===== src/rtl/clip_sample_timer.sv =====
// clip_sample_timer
//
// Sample-rate timer and clip address generator for the recorder controller.
// While timer is held high it divides clock by DIV = CLK_HZ/SAMPLE_HZ,
// emits one sample_strobe per sample period and steps address through the
// clip. After the last sample it emits a single-cycle seconds2 pulse.
//
// Optional feature macro: CLIP_LEN_CAPTURE_EN
//   When defined, each clip keeps a length register. An aborted recording
//   stores the number of samples written, and playback of that clip stops
//   after that many samples.
//
// Ports
//   clock               in   system clock, rising edge
//   reset_n             in   asynchronous active-low reset
//   timer               in   run request, level-sensitive
//   memoryselect_clip_1 in   [1] write enable, [0] enable for clip 1
//   memoryselect_clip_2 in   [1] write enable, [0] enable for clip 2
//   seconds2            out  one-cycle clip-complete pulse
//   address             out  current sample index to both clip memories
//   sample_strobe       out  one-cycle pulse per sample period
//   write_strobe        out  sample_strobe qualified by the latched write mode
//   busy                out  high in RUN and DONE
//
// State | meaning
// ------+-----------------------------------------------------------------
// IDLE  | address and prescaler held at 0, waiting for timer = 1
// RUN   | prescaler running, one strobe and address step per sample
// DONE  | one cycle, seconds2 high
// HOLD  | clip finished, waiting for timer = 0 before a new run is allowed

module clip_sample_timer #(
   parameter int unsigned CLK_HZ       = 40_000_000,
   parameter int unsigned SAMPLE_HZ    = 8_000,
   parameter int unsigned CLIP_SECONDS = 2,
   parameter int unsigned ADDR_WIDTH   = 14
) (
   input  logic                  clock,
   input  logic                  reset_n,
   input  logic                  timer,
   input  logic [1:0]            memoryselect_clip_1,
   input  logic [1:0]            memoryselect_clip_2,
   output logic                  seconds2,
   output logic [ADDR_WIDTH-1:0] address,
   output logic                  sample_strobe,
   output logic                  write_strobe,
   output logic                  busy
);

   localparam int unsigned DIV     = CLK_HZ / SAMPLE_HZ;
   localparam int unsigned SAMPLES = SAMPLE_HZ * CLIP_SECONDS;
   localparam int unsigned PS_W    = (DIV > 1) ? $clog2(DIV) : 1;
   localparam int unsigned LW      = ADDR_WIDTH + 1;

   localparam logic [PS_W-1:0] PS_LAST     = PS_W'(DIV - 1);
   localparam logic [LW-1:0]   LEN_SAMPLES = LW'(SAMPLES);

   localparam logic [1:0] CLIP_NONE = 2'd0;
   localparam logic [1:0] CLIP_1    = 2'd1;
   localparam logic [1:0] CLIP_2    = 2'd2;

   typedef enum logic [1:0] {
      S_IDLE,
      S_RUN,
      S_DONE,
      S_HOLD
   } state_t;

   state_t                state_q,    state_d;
   logic [PS_W-1:0]       prescale_q, prescale_d;
   logic [ADDR_WIDTH-1:0] addr_q,     addr_d;
   logic [1:0]            clip_q,     clip_d;
   logic                  wmode_q,    wmode_d;
   logic                  strobe_q,   strobe_d;
   logic                  wstrobe_q,  wstrobe_d;
   logic                  sec_q,      sec_d;
   logic                  busy_q,     busy_d;

   logic [LW-1:0]         end_len;
   logic                  last_sample;

`ifdef CLIP_LEN_CAPTURE_EN
   logic [LW-1:0]         len1_q, len1_d;
   logic [LW-1:0]         len2_q, len2_d;
   logic [LW-1:0]         wcnt_q, wcnt_d;

   // Recordings always run full length; only playback honours a stored length.
   always_comb begin
      end_len = LEN_SAMPLES;
      if (!wmode_q && clip_q == CLIP_1) begin
         end_len = len1_q;
      end else if (!wmode_q && clip_q == CLIP_2) begin
         end_len = len2_q;
      end
   end
`else
   assign end_len = LEN_SAMPLES;
`endif

   assign last_sample = ({1'b0, addr_q} == (end_len - LW'(1)));

   always_comb begin
      state_d    = state_q;
      prescale_d = prescale_q;
      addr_d     = addr_q;
      clip_d     = clip_q;
      wmode_d    = wmode_q;
`ifdef CLIP_LEN_CAPTURE_EN
      len1_d     = len1_q;
      len2_d     = len2_q;
      wcnt_d     = wcnt_q;
`endif

      unique case (state_q)
         S_IDLE: begin
            prescale_d = '0;
            addr_d     = '0;
`ifdef CLIP_LEN_CAPTURE_EN
            wcnt_d     = '0;
`endif
            if (timer) begin
               state_d = S_RUN;
               if (memoryselect_clip_1[0]) begin
                  clip_d  = CLIP_1;
                  wmode_d = memoryselect_clip_1[1];
               end else if (memoryselect_clip_2[0]) begin
                  clip_d  = CLIP_2;
                  wmode_d = memoryselect_clip_2[1];
               end else begin
                  clip_d  = CLIP_NONE;
                  wmode_d = 1'b0;
               end
            end
         end

         S_RUN: begin
`ifdef CLIP_LEN_CAPTURE_EN
            // Counts strobes already emitted; the one in flight is added on abort.
            wcnt_d = wcnt_q + LW'(wstrobe_q);
`endif
            if (!timer) begin
               state_d    = S_IDLE;
               prescale_d = '0;
               addr_d     = '0;
`ifdef CLIP_LEN_CAPTURE_EN
               if (wmode_q && clip_q == CLIP_1) len1_d = wcnt_q + LW'(wstrobe_q);
               if (wmode_q && clip_q == CLIP_2) len2_d = wcnt_q + LW'(wstrobe_q);
`endif
            end else if (end_len == '0) begin
               state_d    = S_DONE;
               prescale_d = '0;
            end else if (prescale_q == PS_LAST) begin
               prescale_d = '0;
               if (last_sample) begin
                  state_d = S_DONE;
`ifdef CLIP_LEN_CAPTURE_EN
                  if (wmode_q && clip_q == CLIP_1) len1_d = LEN_SAMPLES;
                  if (wmode_q && clip_q == CLIP_2) len2_d = LEN_SAMPLES;
`endif
               end else begin
                  addr_d = addr_q + ADDR_WIDTH'(1);
               end
            end else begin
               prescale_d = prescale_q + PS_W'(1);
            end
         end

         S_DONE: begin
            prescale_d = '0;
            if (timer) begin
               state_d = S_HOLD;
            end else begin
               state_d = S_IDLE;
               addr_d  = '0;
            end
         end

         S_HOLD: begin
            prescale_d = '0;
            if (!timer) begin
               state_d = S_IDLE;
               addr_d  = '0;
            end
         end

         default: begin
            state_d    = S_IDLE;
            prescale_d = '0;
            addr_d     = '0;
         end
      endcase

      // Outputs are derived from next-state values so they are registered
      // yet line up with the cycle they describe.
      strobe_d  = (state_d == S_RUN) && (prescale_d == PS_LAST);
      wstrobe_d = strobe_d && wmode_d;
      sec_d     = (state_d == S_DONE);
      busy_d    = (state_d == S_RUN) || (state_d == S_DONE);
   end

   always_ff @(posedge clock or negedge reset_n) begin
      if (!reset_n) begin
         state_q    <= S_IDLE;
         prescale_q <= '0;
         addr_q     <= '0;
         clip_q     <= CLIP_NONE;
         wmode_q    <= 1'b0;
         strobe_q   <= 1'b0;
         wstrobe_q  <= 1'b0;
         sec_q      <= 1'b0;
         busy_q     <= 1'b0;
      end else begin
         state_q    <= state_d;
         prescale_q <= prescale_d;
         addr_q     <= addr_d;
         clip_q     <= clip_d;
         wmode_q    <= wmode_d;
         strobe_q   <= strobe_d;
         wstrobe_q  <= wstrobe_d;
         sec_q      <= sec_d;
         busy_q     <= busy_d;
      end
   end

`ifdef CLIP_LEN_CAPTURE_EN
   always_ff @(posedge clock or negedge reset_n) begin
      if (!reset_n) begin
         len1_q <= LEN_SAMPLES;
         len2_q <= LEN_SAMPLES;
         wcnt_q <= '0;
      end else begin
         len1_q <= len1_d;
         len2_q <= len2_d;
         wcnt_q <= wcnt_d;
      end
   end
`endif

   assign seconds2      = sec_q;
   assign address       = addr_q;
   assign sample_strobe = strobe_q;
   assign write_strobe  = wstrobe_q;
   assign busy          = busy_q;

endmodule


===== config.mk =====
export PLATFORM = sky130hd
export DESIGN_NAME = clip_sample_timer
export DESIGN_NICKNAME = d
export VERILOG_FILES = /design/src/rtl/clip_sample_timer.sv
export SDC_FILE = /design/constraint.sdc
export NUM_CORES = 1
export LEC_CHECK = 0
export CORE_ASPECT_RATIO = 1.5
export CORE_UTILIZATION = 55
export CTS_CLUSTER_SIZE = 14
export DETAILED_ROUTE_END_ITERATION = 7
export MAX_ROUTING_LAYER = met4
export PLACE_DENSITY = 0.83
export RECOVER_POWER = 100
export SETUP_SLACK_MARGIN = 0.2
export SLEW_MARGIN = 0
export SYNTH_ARGS = -nofsm -noshare
export SYNTH_HDL_FRONTEND = slang
export SYNTH_SLANG_ARGS = --single-unit
export TNS_END_PERCENT = 1

===== constraint.sdc =====
create_clock -name clock -period 3.7 [get_ports clock]
set_input_delay 0.74 -clock clock [delete_from_list [all_inputs] [get_ports clock]]
set_output_delay 0.74 -clock clock [all_outputs]
set_load 0.02 [all_outputs]

# --- Word level (Yosys, flattened, before mapping) ---
# Index checks and enable logic that the tools add are counted.
word_totals:
  regBits: 34
  input_bits: 7
  output_inout_bits: 18
op_classes:
  add_sub_neg: 2
  n_eq_ne: 11
  muxes: 19
  reduce_logical: 7
op_table:
  columns: ["cell", "count"]
  rows:
  - ["$mux 14", 4]
  - ["$pmux 14 s3", 1]
  - ["$eq 13x13->1 const B", 2]
  - ["$mux 13", 2]
  - ["$pmux 13 s2", 1]
  - ["$add 14x1->14 const B", 1]
  - ["$eq 14x14->1 const B", 1]
  - ["$add 13x1->13 const B", 1]
  - ["$mux 2", 6]
  - ["$pmux 2 s4", 1]
  - ["$eq 2x2->1 const B", 3]
  - ["$ne 3x3->1 const B", 2]
  - ["$eq 2x1->1 const B", 2]
  - ["$mux 1", 4]
  - ["$reduce_and 3->1", 1]
  - ["$reduce_or 3->1", 1]
  - ["$logic_and 1x1->1", 2]
  - ["$logic_not 2->1", 1]
  - ["$ne 2x2->1 const B", 1]
  - ["$reduce_or 2->1", 1]
  - ["$logic_or 1x1->1", 1]

# --- Longest topological paths before layout ---
# Gate-level depths: netlist of the first run.
depth:
  word_depth: 8
  depth_mapped: 9
  mapped_depth_nobuf: 9

# --- Least setup slack after synthesis of the first run ---
# Ideal clock, no wire load.
synth_timing:
  path_type: "reg-to-reg"
  start: "register prescale_q[4]"
  end: "register wstrobe_q, in the netlist write_strobe"
  arrival_ns: 2.092
  path_slack_ns: 1.473
  stages_incl_launch_ff: 9
  path_buffers: 0
  period_less_slack_ns: 2.227
  cell_sequence: "dfrtp_1 or4_4 nor4_4 nand3_1 o21a_1 ha_1 nand4b_1 nand2b_1 a2111oi_0"
synth_via:
  elab_chain_len: 7
  word_cells_on_any_way: 12
  classes_between: "add/sub: 1; eq/ne: 3; mux: 6; reduce/logical: 2"
synth_rtl:
  columns: ["item", "line_no", "rtl"]
  rows:
  - ["from (decl)", "70", "logic [PS_W-1:0] prescale_q, prescale_d;"]
  - ["from (signal assigned)", "214", "prescale_q <= prescale_d;"]
  - ["$eq 13x13->1", "152", "end else if (prescale_q == PS_LAST) begin"]
  - ["$mux 2", "152", null]
  - ["$mux 2", "141", "if (!timer) begin"]
  - ["$pmux 2 s4", "114", "unique case (state_q)"]
  - ["via state_d[0]", "69", "state_t state_q, state_d;"]
  - ["$eq 2x1->1", "195", "strobe_d = (state_d == S_RUN) && (prescale_d == PS_LAST);"]
  - ["$logic_and 1x1->1", "195", null]
  - ["$logic_and 1x1->1", "196", "wstrobe_d = strobe_d && wmode_d;"]
  - ["via wstrobe_d", "75", "logic wstrobe_q, wstrobe_d;"]
  - ["to (signal assigned)", "219", "wstrobe_q <= wstrobe_d;"]
  - ["to (decl)", "75", null]
# The timed path passes the listed nets, and every way through them passes these cells.
# A chain may end at the register's enable or synchronous reset.

# --- Final worst setup path of the first run ---
# Same ends and word-level chain as after synthesis.

==> out/metrics.yaml, run 1 <==
pwr:
  peakVddDrop_mv: 0.298
  p_clk_share_pct: 39.8
  p_int_w: 0.000543
  p_leak_nw: 0.904
  p_seq_share_pct: 53.9
  comb_power_share_pct: 6.3
  switching_share_pct: 23.4
  p_sw_w: 0.000166
  powerDensity_nw_per_um2: 323
critical_path:
  worst_ep_required_time_ns: 3.86
  cp-start-kind: "register"
  cp-end-kind: "register"
  worstSetupPathType: "reg -> reg"
  crit_fanout: 6
  cp.arrival_ns: 3.17
floorplanning:
  die_h_um: 73.1
  coreArea_sq_um: 3190
  fp.dieArea_sq_um: 3610
  start_util_pct: 58.1
  std_cell_rows: 25
  ios: 25
  die_x_um: 49.4
synth:
  synthFlopType: "dfrtp_1"
  syn_area_sq_um: 1850
  syn-num-nets: 209
  synth.largest_area_cell: "dfrtp_1"
  synth_top_area_share_pct: 45.9
  yosysSeqAreaShare_pct: 45.9
  synthTopCellsByArea: "dfrtp_1 (46%), o31ai_1 (5.3%), nor2_1 (4.3%), nand3_1 (3.8%), a21oi_1 (3.5%)"
  yosys_warnings: 0
  syn_avg_cell_area_sq_um: 9.36
  synth.distinct_cells: 40
  synth_common_cells: "dfrtp_1 (34), nor2_1 (21), nand3_1 (14), a21oi_1 (13), o31ai_1 (13)"
  synth_seq_cells: 34
  synth_edf_count: 0
  synthArstFlopShare_pct: 100
  syn_inst: 198
  yosysMostFrequentCell: "dfrtp_1"
route:
  drc: 0
  wl_per_cell_um: 16.6
  antenna_left: 0
  dr.pass1.iters: 4
  vias: 1682
  drt-total-wl_um: 4390
  drt-initial-drc-count: 62
  routed_via_density: 6.35
clock_network:
  post_cts_buffers: 0
  clkSinkCount: 34
  clock_latency_ns: 0.29
  clk_path_buf_depth: 2
  htreeDepth: 2
  cts-hold-fix-buffers: 0
  clk_pin_slew_worst_paths_ns: 0.06
  cts_tree: "done"
  postCtsResizedCells: 0
  cts_buffers: 5
  cts_root_buf: "clkbuf_8"
cells_and_area:
  syn2layout_area_growth_pct: 18.4
  final_layout_size_suffix_gt1_share_pct: 4.44
  nets: 235
  n_antenna_cell: 0
  final_cells: 265
global_routing:
  busiest_layer: "met2"
  antenna_found_initial: 0
  grt_max_degree: 35
  grt-ovfl-total: 0
  grt_pass1_wl_um: 7220
  grt_util_met2_pct: 50.5
  grt_pass1_vias: 1673
  use_met1_pct: 27.2
  grtUsageTotal_pct: 27.8
  met3_usage_pct: 6.46
timing:
  fin_crit_sh_pct: 81.4
  finalHoldViolations: 0
  rsz0062_at_grt: "false"
  slew_headroom_pct: -22.3
  setup_violations: 0
  fmax_mhz: 332
  worst_pin_slew_ns: 1.83
  clock_skew_ns: 0.00563
  slew_viol_final: 35
  fin_crit_ns: 3.01
  fin_tns_setup_ns: 0
place:
  gp_congestion: 0.899
  hpwl_um: 3070
  dpl.cell_count: 257
  io_buffers: 24
hold_path:
  worstHoldPathType: "reg -> reg"
run_status:
  violations: "capacitance limit, slew limit"
  status: "finished, violations left"
run:
  max-cap-violations: 1
-- placed cells by master (no fill, tap or decap), types with 2 or more instances in the layout --
master           count
or3_1                2
nand3_1             14
o21ai_0             10
nand4_1              6
o31ai_1             13
xnor2_1              5
clkdlybuf4s50_1      4
dfrtp_1             34
a21oi_1             13
a2111oi_0            2
or4_1                7
nor4_1               3
nor3_1               4
ha_1                 4
clkbuf_8             6
clkbuf_1             2
nand3b_1             4
dlygate4sd3_1       20
nor2_1              21
nand4b_1             3
and3_1               5
nand2_1             10
xor2_1               6
inv_1                5
nor3b_1              2
nor2b_1              3
o21ai_1              2
o21a_1               2
-- state kept, by name, summed over array words and instances (netlist names) --
register	count
address	14
prescale_q	13
state_q	2
busy	1
sample_strobe	1
seconds2	1
wmode_q	1
write_strobe	1
-- per-stage QoR --
stage               power (W)  hold WS (ns)  utilization, %  cell area (sq um)  setup WS, ns
floorplan            0.000410         0.444               -               1850          1.47
global placement     0.000434         0.526            66.8               2130         0.959
detailed placement   0.000436         0.529            66.8               2130         0.867
CTS                  0.000716         0.542            69.6               2220          1.15
global route         0.000737         0.588            68.8               2190         0.520
finish               0.000708         0.540            68.8               2190         0.689
-- worst max-delay path, cell delays in order (launching register included) --
cell and delay (ns):
dfrtp_1 0.44, or4_1 0.59, nor4_1 0.78, nand3_1 0.31, o21a_1 0.28, ha_1 0.20, nand4b_1 0.10, nand2b_1 0.11
a2111oi_0 0.06
-- per-layer routing --
layer | wire length (um) | share of wire (%) | vias up
met5 | 0 | 0 | -
met4 | 121 | 2.8 | 0
met3 | 201 | 4.6 | 12
li1 | - | - | 788
met2 | 2460 | 56 | 69
met1 | 1610 | 37 | 813
-- final timing paths --
check | endpoint | cells past startpoint | slack (ns) | from
setup / recovery | write_strobe$_DFF_PN0_ | 8 | 0.69 | prescale_q[4]$_DFF_PN0_
hold / removal | prescale_q[0]$_DFF_PN0_ | 1 | 0.54 | prescale_q[0]$_DFF_PN0_
setup reg to reg | write_strobe$_DFF_PN0_ | 8 | 0.69 | prescale_q[4]$_DFF_PN0_
hold reg to reg | prescale_q[0]$_DFF_PN0_ | 1 | 0.54 | prescale_q[0]$_DFF_PN0_
max in group asynchronous | prescale_q[9]$_DFF_PN0_ | 2 | 1.16 | reset_n
min in group asynchronous | address[10]$_DFFE_PN0P_ | 2 | 1.48 | reset_n
-- power groups by stage --
stage | Combinational, W | Sequential (W) | Clock, W
CTS | 0.0000475 | 0.000382 | 0.000287
detailed placement | 0.0000475 | 0.000389 | 0
global route | 0.0000495 | 0.000382 | 0.000305
floorplan | 0.0000202 | 0.000390 | 0
finish | 0.0000445 | 0.000382 | 0.000282
global placement | 0.0000455 | 0.000389 | 0
-- logic make-up (layout without fill, tap and decap cells) --
group | Yosys count | in the layout | share of synthesized area [%]
adder cells (fa/ha/maj) | 4 | 4 | 2.70
AO/OA/AOI/OAI | 46 | 46 | 15.5
buffers and inverters | 12 | 39 | 2.50
AND/OR/NAND/NOR | 91 | 91 | 28.2
XOR/XNOR | 11 | 11 | 5.20
flip-flops | 34 | 34 | 45.9
-- layout make-up --
class | instances | area [sq um]
inverter | 5 | 18.8
timing repair buffer | 26 | 251
sequential | 34 | 851
fill | 261 | 996
tap | 40 | 50.0
clock buffer | 7 | 86.3
clock inverter | 1 | 5.00
multi-input combinational | 152 | 932
(Power assumes the default switching activity.)
==> run 2, diff against run 1 <==
--- a/config.mk
+++ b/config.mk
@@ -6,11 +6,11 @@
 export NUM_CORES = 1
 export LEC_CHECK = 0
 export CORE_ASPECT_RATIO = 1.5
-export CORE_UTILIZATION = 55
+export CORE_UTILIZATION = 54
 export CTS_CLUSTER_SIZE = 14
 export DETAILED_ROUTE_END_ITERATION = 7
 export MAX_ROUTING_LAYER = met4
-export PLACE_DENSITY = 0.83
+export PLACE_DENSITY = 0.82
 export RECOVER_POWER = 100
 export SETUP_SLACK_MARGIN = 0.2
 export SLEW_MARGIN = 0
==> constraint.sdc (replaced) <==
create_clock -name clock -period 3.05 [get_ports clock]
set_input_delay 0.61 -clock clock [delete_from_list [all_inputs] [get_ports clock]]
set_output_delay 0.61 -clock clock [all_outputs]
set_load 0.02 [all_outputs]
==> run 2 against run 1 <==
  * The run still ends with capacitance limit, slew limit left
  * Die area increased by 1.8%
  * Largest power group is now the clock network
  * Core utilization grew 1.4 points
  * Non-clock buffer count rose by 1
  * Flip-flop and latch count is the same
  * Cell area up 3.0%
  * Critical path depth is 2 lower
==> out/metrics.yaml, run 2 (same netlist as run 1, synthesis figures left out) <==
pwr:
  p_clk_share_pct: 49.1  # +9.3 points
  p_leak_nw: 0.930  # +2.9%
  p_sw_w: 0.000213  # +28%
  powerDensity_nw_per_um2: 450  # +39%
  switching_share_pct: 20.9  # -2.5 points
  peakVddDrop_mv: 0.492  # +65%
  comb_power_share_pct: 5.3  # -1.0 points
  p_int_w: 0.000804  # +48%
  p_seq_share_pct: 45.5  # -8.4 points
run:
  max-cap-violations: 1  # unchanged
global_routing:
  grt_max_degree: 35  # unchanged
  grtUsageTotal_pct: 28.1  # +0.28 points
  antenna_found_initial: 0  # unchanged
  grt_pass1_wl_um: 7480  # +3.5%
  grt_pass1_vias: 1599  # -4.4%
  grt-ovfl-total: 0  # unchanged
clock_network:
  htreeDepth: 2  # unchanged
  clkSinkCount: 34  # unchanged
  clk_pin_slew_worst_paths_ns: 0.08  # +0.02 ns
  cts_root_buf: "clkbuf_8"
  clock_latency_ns: 0.29  # about the same
  post_cts_buffers: 0  # unchanged
  cts-hold-fix-buffers: 0  # unchanged
  postCtsResizedCells: 0  # unchanged
  clk_path_buf_depth: 2  # unchanged
  cts_buffers: 5  # unchanged
  cts_tree: "done"
floorplanning:
  fp.dieArea_sq_um: 3670  # +1.8%
  ios: 25  # unchanged
  std_cell_rows: 25  # unchanged
  die_h_um: 73.7  # +0.90%
  die_x_um: 49.8  # +0.89%
  coreArea_sq_um: 3220  # +0.98%
  start_util_pct: 57.5  # -0.56 points
critical_path:
  cp-start-kind: "register"
  cp.arrival_ns: 2.86  # -0.31 ns
  worst_ep_required_time_ns: 3.25  # -0.61 ns
  crit_fanout: 13  # +7
  cp-end-kind: "register"
  reg2reg_slack_ns: 0.39  # -0.29 ns
  crit_path_max_incr_delay_ns: 0.63  # -0.15 ns
  cp_common_cell: "or4_1"
  r2r_start: "prescale_q[4]$_DFF_PN0_"
  timing.rr.end: "address[12]$_DFFE_PN0P_"
  r2r_cells: 6  # -2
  critPathTopFamily: "simple AND/OR/NAND/NOR gates"
  crit_buf_inv: 1  # +1
  crit_slowest_cell: "or4_1"
  path_cells: "or4_1 -> nor4_4 -> nor2_1 -> buf_4 -> or4_1 -> a21oi_1"
  worstSetupPathType: "reg -> reg"
route:
  drc: 0  # unchanged
  antenna_left: 0  # unchanged
  vias: 1674  # -0.48%
  dr.pass1.iters: 4  # unchanged
  routed_via_density: 6.29  # -0.85%
  wl_per_cell_um: 16.5  # -0.72%
  drt-total-wl_um: 4380  # -0.34%
  drt-initial-drc-count: 47  # -24%
timing:
  rsz0062_at_grt: "false"
  fmax_mhz: 376  # +13%
  slew_viol_final: 35  # unchanged
  finalHoldViolations: 0  # unchanged
  slew_headroom_pct: -20.3  # +2.0 points
  hold_ws_ns: 0.553  # +0.0130 ns
  fin_crit_ns: 2.66  # -0.355 ns
  worst_pin_slew_ns: 1.80  # -0.0295 ns
  fin_tns_setup_ns: 0  # unchanged
  clock_skew_ns: 0.00913  # +0.00350 ns
  fin_crit_sh_pct: 87.1  # +5.7 points
  layout_setup_ws_ns: 0.394  # -0.295 ns
  setup_violations: 0  # unchanged
cells_and_area:
  nets: 236  # +0.43%
  layout_commonest_cell: "dfrtp_1"
  multi_input_area_sq_um: 945  # +1.3%
  largest_reg_flops: 14  # unchanged
  n_antenna_cell: 0  # unchanged
  register_area_sq_um: 851  # unchanged
  final_layout_size_suffix_gt1_share_pct: 5.31  # +0.87 points
  syn2layout_area_growth_pct: 22.0
  final_cell_mix: "dfrtp_1 (34), nor2_1 (22), dlygate4sd3_1 (20)"
  n_fill_cell: 254  # -2.7%
run_status:
  status: "finished, violations left"
  violations: "capacitance limit, slew limit"
hold_path:
  whs_path_depth: 1  # unchanged
  worst_hold_path.endpoint: "prescale_q[0]$_DFF_PN0_"
  worstHoldPathType: "reg -> reg"
  holdCritStartpoint: "prescale_q[0]$_DFF_PN0_"
place:
  hpwl_um: 3110  # +1.2%
  io_buffers: 24  # unchanged
  post-place-ws_ns: 0.417  # -0.450 ns
  gp_congestion: 0.892  # -0.73%
-- run 2: per-layer routing --
layer	wire, um	GRT usage (%)
met1	1710	29.0
met2	2430	51.1
met3	145	5.38
met4	90	12.4
met5	0	-
-- run 2: final cells by class --
class | instances | area share (%)
clock buffers | 5 | 3.04
multi-input cells | 152 | 41.8
inverters | 5 | 0.830
repair buffers | 27 | 11.5
flip-flops and latches | 34 | 37.6
clock inverters | 3 | 3.04
well taps | 40 | 2.21
-- run 2: worst max path at each step --
stage,startpoint,to,slack [ns],depth (start not counted)
detailed placement,timer,write_strobe$_DFF_PN0_,0.42,6
global placement,timer,write_strobe$_DFF_PN0_,0.51,6
global route,prescale_q[4]$_DFF_PN0_,address[12]$_DFFE_PN0P_,0.23,6
CTS,prescale_q[4]$_DFF_PN0_,address[12]$_DFFE_PN0P_,0.51,6
floorplan,prescale_q[4]$_DFF_PN0_,write_strobe$_DFF_PN0_,0.82,8
finish,prescale_q[4]$_DFF_PN0_,address[12]$_DFFE_PN0P_,0.39,6
-- run 2: power by group through the flow --
stage / Sequential [W] / Combinational [W] / Clock, W
floorplan: 0.000473 / 0.0000246 / 0
global placement: 0.000471 / 0.0000558 / 0
detailed placement: 0.000472 / 0.0000571 / 0
CTS: 0.000463 / 0.0000577 / 0.000507
global route: 0.000464 / 0.0000599 / 0.000527
finish: 0.000463 / 0.0000543 / 0.000500
-- run 2: stage by stage --
step                instance area (sq um)  util, %  power [W]  cells
floorplan                            1850        -   0.000498    198
global placement                     2140     66.4   0.000527    258
detailed placement                   2140     66.4   0.000529    258
CTS                                  2280     70.6    0.00103    266
global route                         2260     70.2    0.00105    266
finish                               2260     70.2    0.00102    266
